`src/rtl/debug_host_pkg.sv`:
```
// debug_host_pkg: opcodes, halt word, command and state encodings shared by the debug host
package debug_host_pkg;
    localparam logic [7:0] OP_LOAD = 8'h04;
    localparam logic [7:0] OP_STEP = 8'h05;
    localparam logic [7:0] OP_RUN = 8'h03;
    localparam logic [7:0] OP_RESET = 8'h0C;
    localparam logic [31:0] HALT_WORD = 32'h0000003F;

    typedef enum logic [1:0] {
        CMD_LOAD = 2'b00,
        CMD_STEP = 2'b01,
        CMD_RUN = 2'b10,
        CMD_RESET = 2'b11
    } cmd_t;

    typedef enum logic [2:0] {
        IDLE,
        SEND_CMD,
        LOAD_FETCH,
        LOAD_BYTE,
        RX_DUMP,
        RX_TRAIL,
        DONE
    } state_t;

    function automatic logic [7:0] opcode(cmd_t c);
        return c == CMD_LOAD ? OP_LOAD : c == CMD_STEP ? OP_STEP : c == CMD_RUN ? OP_RUN : OP_RESET;
    endfunction
endpackage

```
`src/rtl/debug_word_assembler.sv`:
```
// debug_word_assembler: packs received bytes MSB first into words and strobes each completed word
module debug_word_assembler #(
    parameter int NB = 8,
    parameter int NB_DATA = 32
) (
    input logic i_clk,
    input logic i_reset,
    input logic clear,
    input logic push,
    input logic [NB-1:0] data,
    output logic last,
    output logic word_valid,
    output logic [NB_DATA-1:0] word
);
    logic [1:0] cnt;
    logic [NB_DATA-1:0] sh;

    assign last = push && cnt == 2'd3;

    // shift bytes in, publish the word and its one-cycle strobe on the fourth byte
    always_ff @(posedge i_clk or posedge i_reset) begin
        if (i_reset) begin
            cnt <= '0;
            sh <= '0;
            word_valid <= 1'b0;
            word <= '0;
        end else begin
            word_valid <= last;
            if (last) word <= {sh[NB_DATA-NB-1:0], data};
            if (clear) begin
                cnt <= '0;
                sh <= '0;
            end else if (push) begin
                cnt <= cnt + 2'd1;
                sh <= {sh[NB_DATA-NB-1:0], data};
            end
        end
    end
endmodule

```
`src/rtl/debug_host.sv`:
```
// debug_host: UART debug host that loads programs, issues step/run/reset and collects state dumps
module debug_host
    import debug_host_pkg::*;
#(
    parameter int NB = 8,
    parameter int NB_DATA = 32,
    parameter int N_REG_WORDS = 32,
    parameter int N_MEM_WORDS = 129,
    parameter int NB_PADDR = 8,
    parameter int TIMEOUT = 1048576
) (
    input logic i_clk,
    input logic i_reset,
    input logic i_cmd_valid,
    input logic [1:0] i_cmd,
    output logic o_cmd_ready,
    output logic [NB_PADDR-1:0] o_prog_addr,
    input logic [NB_DATA-1:0] i_prog_data,
    input logic i_rx_empty,
    input logic [NB-1:0] i_rx_data,
    output logic o_rd_uart,
    input logic i_tx_full,
    output logic o_wr_uart,
    output logic [NB-1:0] o_tx_data,
    output logic o_word_valid,
    output logic [NB_DATA-1:0] o_word,
    output logic o_word_is_mem,
    output logic [7:0] o_word_idx,
    output logic o_dump_done,
    output logic o_error,
    output logic o_busy
);
    localparam int IW = TIMEOUT > 2 ? $clog2(TIMEOUT) : 1;

    state_t state;
    cmd_t cmd;
    logic [NB_DATA-1:0] load_word;
    logic [1:0] tx_cnt;
    logic fetch_wait;
    logic last_load;
    logic [7:0] idx;
    logic mem;
    logic [IW-1:0] idle;
    logic last_byte;

    assign o_cmd_ready = state == IDLE;
    assign o_busy = state != IDLE;
    assign o_wr_uart = (state == SEND_CMD || state == LOAD_BYTE) && !i_tx_full;
    assign o_tx_data = state == SEND_CMD ? opcode(cmd) : state == LOAD_BYTE ? load_word[NB_DATA-1 -: NB] : '0;
    assign o_rd_uart = (state == RX_DUMP || state == RX_TRAIL) && !i_rx_empty;

    debug_word_assembler #(.NB(NB), .NB_DATA(NB_DATA)) u_asm (
        .i_clk(i_clk),
        .i_reset(i_reset),
        .clear(state != RX_DUMP),
        .push(o_rd_uart && state == RX_DUMP),
        .data(i_rx_data),
        .last(last_byte),
        .word_valid(o_word_valid),
        .word(o_word)
    );

    // command sequencing: opcode push, program streaming, dump collection and idle timeout
    always_ff @(posedge i_clk or posedge i_reset) begin
        if (i_reset) begin
            state <= IDLE;
            cmd <= CMD_LOAD;
            load_word <= '0;
            tx_cnt <= '0;
            fetch_wait <= 1'b0;
            last_load <= 1'b0;
            o_prog_addr <= '0;
            idx <= '0;
            mem <= 1'b0;
            idle <= '0;
            o_word_idx <= '0;
            o_word_is_mem <= 1'b0;
            o_dump_done <= 1'b0;
            o_error <= 1'b0;
        end else begin
            o_dump_done <= 1'b0;
            o_error <= 1'b0;
            case (state)
                IDLE: begin
                    if (i_cmd_valid) begin
                        cmd <= cmd_t'(i_cmd);
                        state <= SEND_CMD;
                    end
                end
                SEND_CMD: begin
                    idle <= '0;
                    if (!i_tx_full) state <= cmd == CMD_LOAD ? LOAD_FETCH : cmd == CMD_RESET ? RX_TRAIL : RX_DUMP;
                end
                LOAD_FETCH: begin
                    fetch_wait <= !fetch_wait;
                    if (fetch_wait) begin
                        load_word <= i_prog_data;
                        last_load <= i_prog_data == HALT_WORD || &o_prog_addr;
                        tx_cnt <= '0;
                        state <= LOAD_BYTE;
                    end
                end
                LOAD_BYTE: begin
                    if (!i_tx_full) begin
                        load_word <= load_word << NB;
                        tx_cnt <= tx_cnt + 2'd1;
                        if (tx_cnt == 2'd3) begin
                            if (last_load) state <= DONE;
                            else begin
                                o_prog_addr <= o_prog_addr + 1'b1;
                                state <= LOAD_FETCH;
                            end
                        end
                    end
                end
                RX_DUMP, RX_TRAIL: begin
                    if (!i_rx_empty) begin
                        idle <= '0;
                        if (state == RX_TRAIL) state <= DONE;
                        else if (last_byte) begin
                            o_word_idx <= idx;
                            o_word_is_mem <= mem;
                            if (!mem && idx == 8'(N_REG_WORDS - 1)) begin
                                mem <= 1'b1;
                                idx <= '0;
                            end else if (mem && idx == 8'(N_MEM_WORDS - 1)) begin
                                o_dump_done <= 1'b1;
                                state <= cmd == CMD_RUN ? RX_TRAIL : DONE;
                            end else idx <= idx + 8'd1;
                        end
                    end else if (idle == IW'(TIMEOUT - 1)) begin
                        o_error <= 1'b1;
                        state <= IDLE;
                        idx <= '0;
                        mem <= 1'b0;
                        idle <= '0;
                    end else idle <= idle + 1'b1;
                end
                DONE: begin
                    state <= IDLE;
                    o_prog_addr <= '0;
                    idx <= '0;
                    mem <= 1'b0;
                    idle <= '0;
                    fetch_wait <= 1'b0;
                end
                default: state <= IDLE;
            endcase
        end
    end
endmodule

```
`config.mk`:
```
export PLATFORM = sky130hd
export DESIGN_NAME = debug_host
export DESIGN_NICKNAME = d
export VERILOG_FILES = /design/src/rtl/debug_host_pkg.sv /design/src/rtl/debug_word_assembler.sv /design/src/rtl/debug_host.sv
export SDC_FILE = /design/constraint.sdc
export NUM_CORES = 1
export LEC_CHECK = 0
export CAP_MARGIN = 20
export CORE_MARGIN = 4
export CORE_UTILIZATION = 58
export CTS_CLUSTER_DIAMETER = 60
export DETAILED_ROUTE_END_ITERATION = 10
export PLACE_DENSITY = 0.86
export SKIP_CTS_REPAIR_TIMING = 1
export SYNTH_ARGS = -nofsm -noshare
export SYNTH_HDL_FRONTEND = slang
export SYNTH_SLANG_ARGS = --single-unit
```
`constraint.sdc`:
```
create_clock -name i_clk -period 7.8 [get_ports i_clk]
set_clock_uncertainty 0.05 [all_clocks]
set_input_delay 0.78 -clock i_clk [delete_from_list [all_inputs] [get_ports i_clk]]
set_output_delay 0.78 -clock i_clk [all_outputs]
set_load 0.01 [all_outputs]
```
**Word-level counts from Yosys, hierarchy flattened**

Cells that the tools add are included.

- Bits in registers: 148
- Bits of input ports: 47
- Logic and storage cells: 149

- $add $sub $neg: 5
- Eq/ne operators: 30
- Muxes and demuxes: 61
- Bitwise gates (word level): 2
- Reductions and logical operators: 33

Operator list:

| operator | count |
|---|---|
| $mux W8 | 11 |
| $mux W32 | 2 |
| $pmux W32 S2 | 1 |
| $mux W24 | 2 |
| $mux W20 | 2 |
| $pmux W20 S2 | 1 |
| $mux W3 | 13 |
| $eq A32 B6 Y1 const B | 1 |
| $pmux W8 S2 | 2 |
| $add A20 B1 Y20 const B | 1 |
| $eq A20 B20 Y1 const B | 1 |
| $add A8 B1 Y8 const B | 2 |
| $mux W1 | 15 |
| $pmux W3 S5 | 1 |
| $mux W4 | 3 |
| $ne A3 B3 Y1 const B | 4 |
| $ne A4 B4 Y1 const B | 3 |
| $reduce_bool A2 Y1 | 6 |
| $mux W2 | 5 |
| $ne A2 B2 Y1 const B | 5 |
| $reduce_and A5 Y1 | 2 |
| $eq A3 B3 Y1 const B | 3 |
| $reduce_and A9 Y1 | 1 |
| $eq A2 B2 Y1 const B | 4 |
| other kinds (23) | 40 |

**Longest topological paths before layout**

Gate-level depths: netlist of the first run.

- Depth after elaboration: 9
- Mapped depth: 7

**Hierarchy**

A second synthesis of the first run with hierarchy kept.

- Cell total of the unflattened synthesis: 638
- Area total of the unflattened synthesis: 7169.4 µm²

By module, submodules not included:

| module | instances | cells each | area an instance (µm²) | sequential area each (µm²) |
|---|---|---|---|---|
| debug_host | 1 | 482 | 4764.6 | 2227.1 |
| debug_word_assembler | 1 | 156 | 2404.8 | 1476.4 |

**Worst setup path before layout of the first run**

Ideal clock, no wire load.

- Kind: input to output
- Start point: input port i_rx_empty
- End point: output port o_rd_uart
- Data arrival time: 1.465 ns
- Data required time: 6.970 ns
- Path slack: 5.505 ns
- Stages on the path: 3
- Path buffers: 1
- Cells stage by stage: buf_2 -> or3b_4 -> inv_1

- Longest elaborated chain between the ends: 2

Ends and longest elaborated chain:

| item | line | source |
|---|---|---|
| from (decl) | debug_host.sv:19 | `input logic i_rx_empty,` |
| $logic_not A1 Y1 | - |  |
| $logic_and A1 B1 Y1 | debug_host.sv:50 | `assign o_rd_uart = (state == RX_DUMP \|\| state == RX_TRAIL) && !i_rx_empty;` |
| to (decl) | debug_host.sv:21 | `output logic o_rd_uart,` |

No other way between the ends.

**Final worst setup path of the first run**

- Start point: register state[1]
- End point: output port o_tx_data[5]

- Longest elaborated chain between the ends: 3
- Elaborated cells on any way between the ends: 4
- Classes of those cells: eq/ne: 2; mux: 2

Ends and longest elaborated chain:

| item | line | source |
|---|---|---|
| from (decl) | debug_host.sv:35 | `state_t state;` |
| from (signal assigned) | debug_host.sv:92 | `if (!i_tx_full) state <= cmd == CMD_LOAD ? LOAD_FETCH : cmd == CMD_RESET ? RX_TRAIL : RX_DUMP;` |
| from (signal assigned) | debug_host.sv:128 | `state <= cmd == CMD_RUN ? RX_TRAIL : DONE;` |
| $eq A3 B2 Y1 | debug_host.sv:49 | `assign o_tx_data = state == SEND_CMD ? opcode(cmd) : state == LOAD_BYTE ? load_word[NB_DATA-1 -: NB] : '0;` |
| $mux W8 | debug_host.sv:49 |  |
| $mux W8 (*) | debug_host.sv:49 |  |
| to (decl) | debug_host.sv:24 | `output logic [NB-1:0] o_tx_data,` |

Every way passes the cells marked *; elsewhere a longest branch is shown, timed or not.

==> results of run 1 <==
critical path: cells and delay by family (launching register included):
family	cells	cell delay, ps
flops	1	910
buf+inv	2	880
simple gates	2	300
power by group through the flow:
stage	registers [mW]	logic, mW	clock network (mW)
after global routing	1.03	0.664	0.805
after floorplan	0.970	0.435	0
after global placement	1.01	0.558	0
final	1.01	0.592	0.756
after detailed placement	1.02	0.586	0
after CTS	1.01	0.591	0.771
cell usage in the layout, fill, tap and decap left out, types with 4 or more instances in the layout:
cell type	instances
ha_1	10
xor2_1	6
nor2_1	33
nor4_1	10
nand3_1	16
nand2b_1	9
nand4_1	6
nand2_1	49
clkdlybuf4s50_1	110
and3_1	8
o21ai_0	49
nor3_1	6
dfrtp_1	148
mux2i_1	29
a22o_1	37
a31oi_1	12
inv_1	17
nor2b_1	5
or3_1	4
a21oi_1	21
mux2_2	30
mux2_1	15
clkbuf_16	17
clkinvlp_4	5
buf_4	4
through the flow:
step / hold slack (ps) / cell area, µm² / util (%) / std cells / power (mW)
2_1_floorplan: 399 / 6830 / - / 605 / 1.41
3_3_place_gp: 414 / 8010 / 69.8 / 832 / 1.57
3_5_place_dp: 421 / 8010 / 69.8 / 832 / 1.61
4_1_cts: 434 / 8560 / 74.6 / 862 / 2.37
5_1_grt: 457 / 8590 / 74.9 / 864 / 2.50
6_report: 430 / 8590 / 74.9 / 864 / 2.36
layout make-up:
type | instances | area (µm²)
multi-input combinational | 409 | 2920
sequential | 148 | 3700
tap | 143 | 179
clock buffer | 19 | 443
fill | 770 | 2870
clock inverter | 11 | 108
timing repair buffer | 116 | 1170
inverter | 18 | 72.6
path summary, 6_finish.rpt:
check                                           from                    endpoint  slack [ps]  depth (start not counted)
max in group asynchronous                    i_reset        idle[13]$_DFFE_PP0P_        5750                          4
min reg2reg                o_word_idx[1]$_DFFE_PP0P_   o_word_idx[1]$_DFFE_PP0P_         430                          2
min                        o_word_idx[1]$_DFFE_PP0P_   o_word_idx[1]$_DFFE_PP0P_         430                          2
max                             state[1]$_DFFE_PP0P_                o_tx_data[5]        4450                          4
max reg2reg                     state[1]$_DFFE_PP0P_        idle[15]$_DFFE_PP0P_        4780                          4
min in group asynchronous                    i_reset  o_prog_addr[5]$_DFFE_PP0P_         740                          2
state kept, by name (all words and copies together) (netlist names), 2 cells and up:
name and flops:
o_word_idx 8, cmd 2, u_asm.cnt 2, idx 8
tx_cnt 2, state 3, u_asm.word 32, load_word 32
o_prog_addr 8, idle 20, u_asm.sh 24
kinds of logic (layout without fill, tap and decap cells):
group / after synthesis / count (layout) / share of synthesized area (%)
buffers and inverters: 48 / 164 / 3.09
AOI/OAI and AO/OA: 143 / 143 / 14.1
xor gates and xnor gates: 6 / 6 / 0.769
muxes: 74 / 74 / 11.7
and+or+nand+nor: 176 / 176 / 14.3
DFF: 148 / 148 / 54.2
adders and majority gates: 10 / 10 / 1.83
layer usage:
| metal | vias up | routed length, µm | GRT usage, % |
|---|---|---|---|
| met5 | - | 0 | 0 |
| met4 | 0 | 311 | 8.94 |
| met3 | 37 | 753 | 6.68 |
| met2 | 174 | 7940 | 39.9 |
| met1 | 2578 | 6590 | 31.7 |
| li1 | 2416 | - | - |
==> metrics, run 1 <==
Commonest cells post-synth dfrtp_1, nand2_1, o21ai_0, a22o_1, nor2_1; Pleak 4.08 nW; first-pass GRT wire length 26000 µm; status finished clean; post-synthesis cell count 605; dpl hpwl 10600 µm; H-tree depth 4; worst-path cell chain nand3b_1 > buf_4 > nor2_1 > clkdlybuf4s50_1; fin worst setup slack 4450 ps; CTS Buffer Depth 2; clock transition at the registers of the reported paths 60 ps; die area 13600 µm²; Worst Hold Class reg2reg; MaxCap Viol Count 0; fin nets 767; Slew Limit Headroom 20.9%; initial antenna violation count 0; Via density 6.02; Post-Syn Area 6830 µm²; CP Capture Type output port; Antenna diodes 0; io pins 111; crit-path max cell delay 910 ps; FF+latch count, synth 148; initial drt markers 516; CTS tree yes; top cell type's share of synthesized area 54.2%; Sw Pwr 0.763 mW; Core ar. 11500 µm²; final WL 15600 µm; setup violators final 0; Worst-Skew Late Latency 420 ps; Max Slew Vio Count 0; Die Wd 117 µm; Switching Share 32.3%; CP Data Required Time 6970 ps; register area share after synthesis 54.2%; Worst EP arrival 2520 ps; ys async rst share 100%; Clock Tree Root clkbuf_16; Die Y 117 µm; worst slack at placement 4360 ps; cell-internal power 1.60 mW; cell with the most instances after synthesis dfrtp_1; Yosys top cell by area dfrtp_1; Comb power frac 25.1%; clock tree sinks 148; main area contributors after synthesis dfrtp_1, mux2_2, a22o_1; pin count of the biggest net entering global routing 85; CP max stage cell dfrtp_1; GRT Total Usage 24.5%; sequential power share 42.9%; vias 5205; Pre-antenna DRT Iters 5; share of cells above drive strength 1 11.9%; Slew @ Worst Pin 1190 ps; Post-synth EDFFs 0; Post-Syn Nets 662; number of global-route vias before repair 5283; Fmax 299 MHz; crit start category flip-flop; PortBufs 110; crit path kind reg2out; post-DR wirelength/cell 18.1 µm; Remaining Overflow, GRT 0; Ys Warns 0; PwrDens 275 nW/µm²; final count of hold timing violations 0; initial core utilization 59.6%; final period utilization 42.9%; DRC Markers 0; # rows 39; synth unique cells 61; Area growth syn-to-layout 25.8%; worst-path fanout max 30; Clock power frac 32.0%; peak supply drop 241 µV; setup TNS 0 ps; Syn Area/Cell 11.3 µm²; total CTS buffers 17; Final min period 3350 ps; Routed Antenna Nets 0; RSZ-0062 raised after global routing false; Final GP Congestion 0.843; ys flop type dfrtp_1
Power figures use the tool's default switching activity.
==> inputs of run 2 (changes only) <==
- CORE_UTILIZATION: 58 -> 54
- PLACE_DENSITY: 0.86 -> 0.81
- clock period: 7.8 -> 3.45 ns (I/O delays scaled with it)
==> metrics, run 2 (same netlist as run 1, synthesis figures left out) <==
clock transition at the registers of the reported paths 60 ps (about the same); Top Layer Used met4; crit start category flip-flop; fillcell total 900 (+17%); commonest cells after routing, fill and taps aside dfrtp_1, clkdlybuf4s50_1, nand2_1, o21ai_0, a22o_1; Core ar. 12200 µm² (+6.5%); Pre-antenna DRT Iters 5 (unchanged); crit path kind reg2out; Die Wd 120 µm (+3.4%); status finished clean; pin count of the biggest net entering global routing 57 (-33%); RR Endpoint load_word[23]$_DFFE_PP0P_; Worst Hold Class in2async; Via density 5.83 (-3.2%); fin nets 772 (+0.65%); peak supply drop 421 µV (+75%); clock tree sinks 148 (unchanged); total CTS buffers 17 (unchanged); io pins 111 (unchanged); # rows 40 (+2.6%); setup violators final 0 (unchanged); Worst R2R Path Depth 7 (+3); Routed Antenna Nets 0 (unchanged); WL met2 8270 µm (+4.2%); Area growth syn-to-layout 27.2%; number of placed instances, taps included 864 (+3.8%); first-pass GRT wire length 26300 µm (+1.2%); number of global-route vias before repair 5440 (+3.0%); Slew @ Worst Pin 759 ps (-428 ps); Die Y 120 µm (+3.4%); Clock Tree Root clkbuf_16; PwrDens 624 nW/µm² (+130%); initial antenna violation count 0 (unchanged); Max Slew Vio Count 0 (unchanged); crit-path max cell delay 570 ps (-340 ps); die area 14500 µm² (+6.9%); setup TNS 0 ps (unchanged); H-tree depth 4 (unchanged); worst-path cell chain buf_4 > nand3b_1 > buf_4 > nor2_1 > clkdlybuf4s50_1; Remaining Overflow, GRT 0 (unchanged); Antenna diodes 0 (unchanged); Final min period 2770 ps; CP max stage cell dfrtp_1; worst-path fanout max 30 (unchanged); vias 5217 (+0.23%); PortBufs 110 (unchanged); Top Registers load_word (32), u_asm.word (32), u_asm.sh (24); Slew Limit Headroom 49.4% (+29 points); cell-internal power 3.71 mW (+130%); Worst-Skew Late Latency 420 ps (about the same); CTS Buffer Depth 2 (unchanged); met3 wire length 813 µm (+8.0%); sequential power share 41.9% (-1.0 points); RSZ-0062 raised after global routing false; post-DR wirelength/cell 17.9 µm (-0.75%); reg2reg setup slack 900 ps (-3880 ps); Comb power frac 25.8% (+0.7 points); commonest non-fill, non-tap cell in the layout dfrtp_1; Reg-to-Reg Start state[1]$_DFFE_PP0P_; M1 wire length 6550 µm (-0.67%); Final GP Congestion 0.874 (+3.7%); final WL 16000 µm (+2.8%); final count of hold timing violations 0 (unchanged); MaxCap Viol Count 0 (unchanged); CP Data Required Time 3050 ps (-3920 ps); Sw Pwr 1.71 mW (+120%); final period utilization 80.4%; GRT Total Usage 22.8% (-1.7 points); dpl hpwl 11000 µm (+3.6%); Clock power frac 32.4% (+0.4 points); CTS tree yes; Pleak 4.13 nW (+1.2%); initial drt markers 349 (-32%); post-route insts no fill 895 (+3.6%); Worst EP arrival 2380 ps (-140 ps); initial core utilization 56.0% (-3.6 points); Switching Share 31.5% (-0.74 points); Fmax 361 MHz; CP Capture Type output port; share of cells above drive strength 1 12.4% (+0.45 points); cell mode on critical path buf_4; DRC Markers 0 (unchanged)
[run 2: cell count changes in the layout (fill, tap and decap cells not counted)]
cell / before / now
buf_12: 1 / 2
buf_4: 4 / 9
buf_8: 1 / 0
clkbuf_1: 1 / 2
clkbuf_8: 1 / 5
clkinv_2: 1 / 2
clkinv_4: 3 / 2
clkinvlp_4: 5 / 3
inv_6: 2 / 0
nor2_1: 33 / 34
nor2_2: 2 / 1
[run 2: critical path, delay by kind of cell (launching register included)]
family,cells,cell delay [ps]
DFF,1,570
buffers and inverters,3,1130
and+or+nand+nor,2,240
[run 2: metrics by stage]
stage                     setup WS, ps  hold slack, ps  instance area, µm²  util, %  total power, mW
final                              677             325                8690     71.1             5.42
after global routing               564             367                8690     71.1             5.71
after CTS                          677             325                8690     71.1             5.45
after detailed placement           669             420                8110     66.4             3.67
after global placement             706             415                8110     66.4             3.59
after floorplan                   1190             399                6840        -             3.18
[run 2: routing by layer]
layer  global-route usage, %  vias to the layer above
met2                    39.6                      163
met4                    9.28                        0
met1                    26.8                     2602
met5                       0                        -
met3                    6.22                       31
li1                        -                     2421
[run 2: worst max-delay path by stage]
stage                              start                         to
detailed placement            i_rx_empty  u_asm.word[9]$_DFFE_PP0P_
global route        state[1]$_DFFE_PP0P_               o_tx_data[7]
floorplan                        i_reset         cmd[0]$_DFFE_PP0P_
CTS                 state[1]$_DFFE_PP0P_               o_tx_data[6]
finish              state[1]$_DFFE_PP0P_               o_tx_data[6]
global placement              i_rx_empty  u_asm.word[8]$_DFFE_PP0P_
[run 2: area by class of cell]
type	count	area (µm²)	area share, %
multi-input cells	409	2920	33.6
clock buffers	24	502	5.77
inverters	18	71.3	0.821
flip-flops and latches	148	3700	42.6
clock inverters	7	72.6	0.835
repair buffers	121	1210	13.9
well taps	168	210	2.42
[run 2: power groups by stage]
stage	sequential [mW]	combinational (mW)	clock [mW]
2_1_floorplan	2.19	0.984	0
3_3_place_gp	2.27	1.32	0
3_5_place_dp	2.29	1.38	0
4_1_cts	2.26	1.40	1.78
5_1_grt	2.31	1.55	1.85
6_report	2.27	1.40	1.75
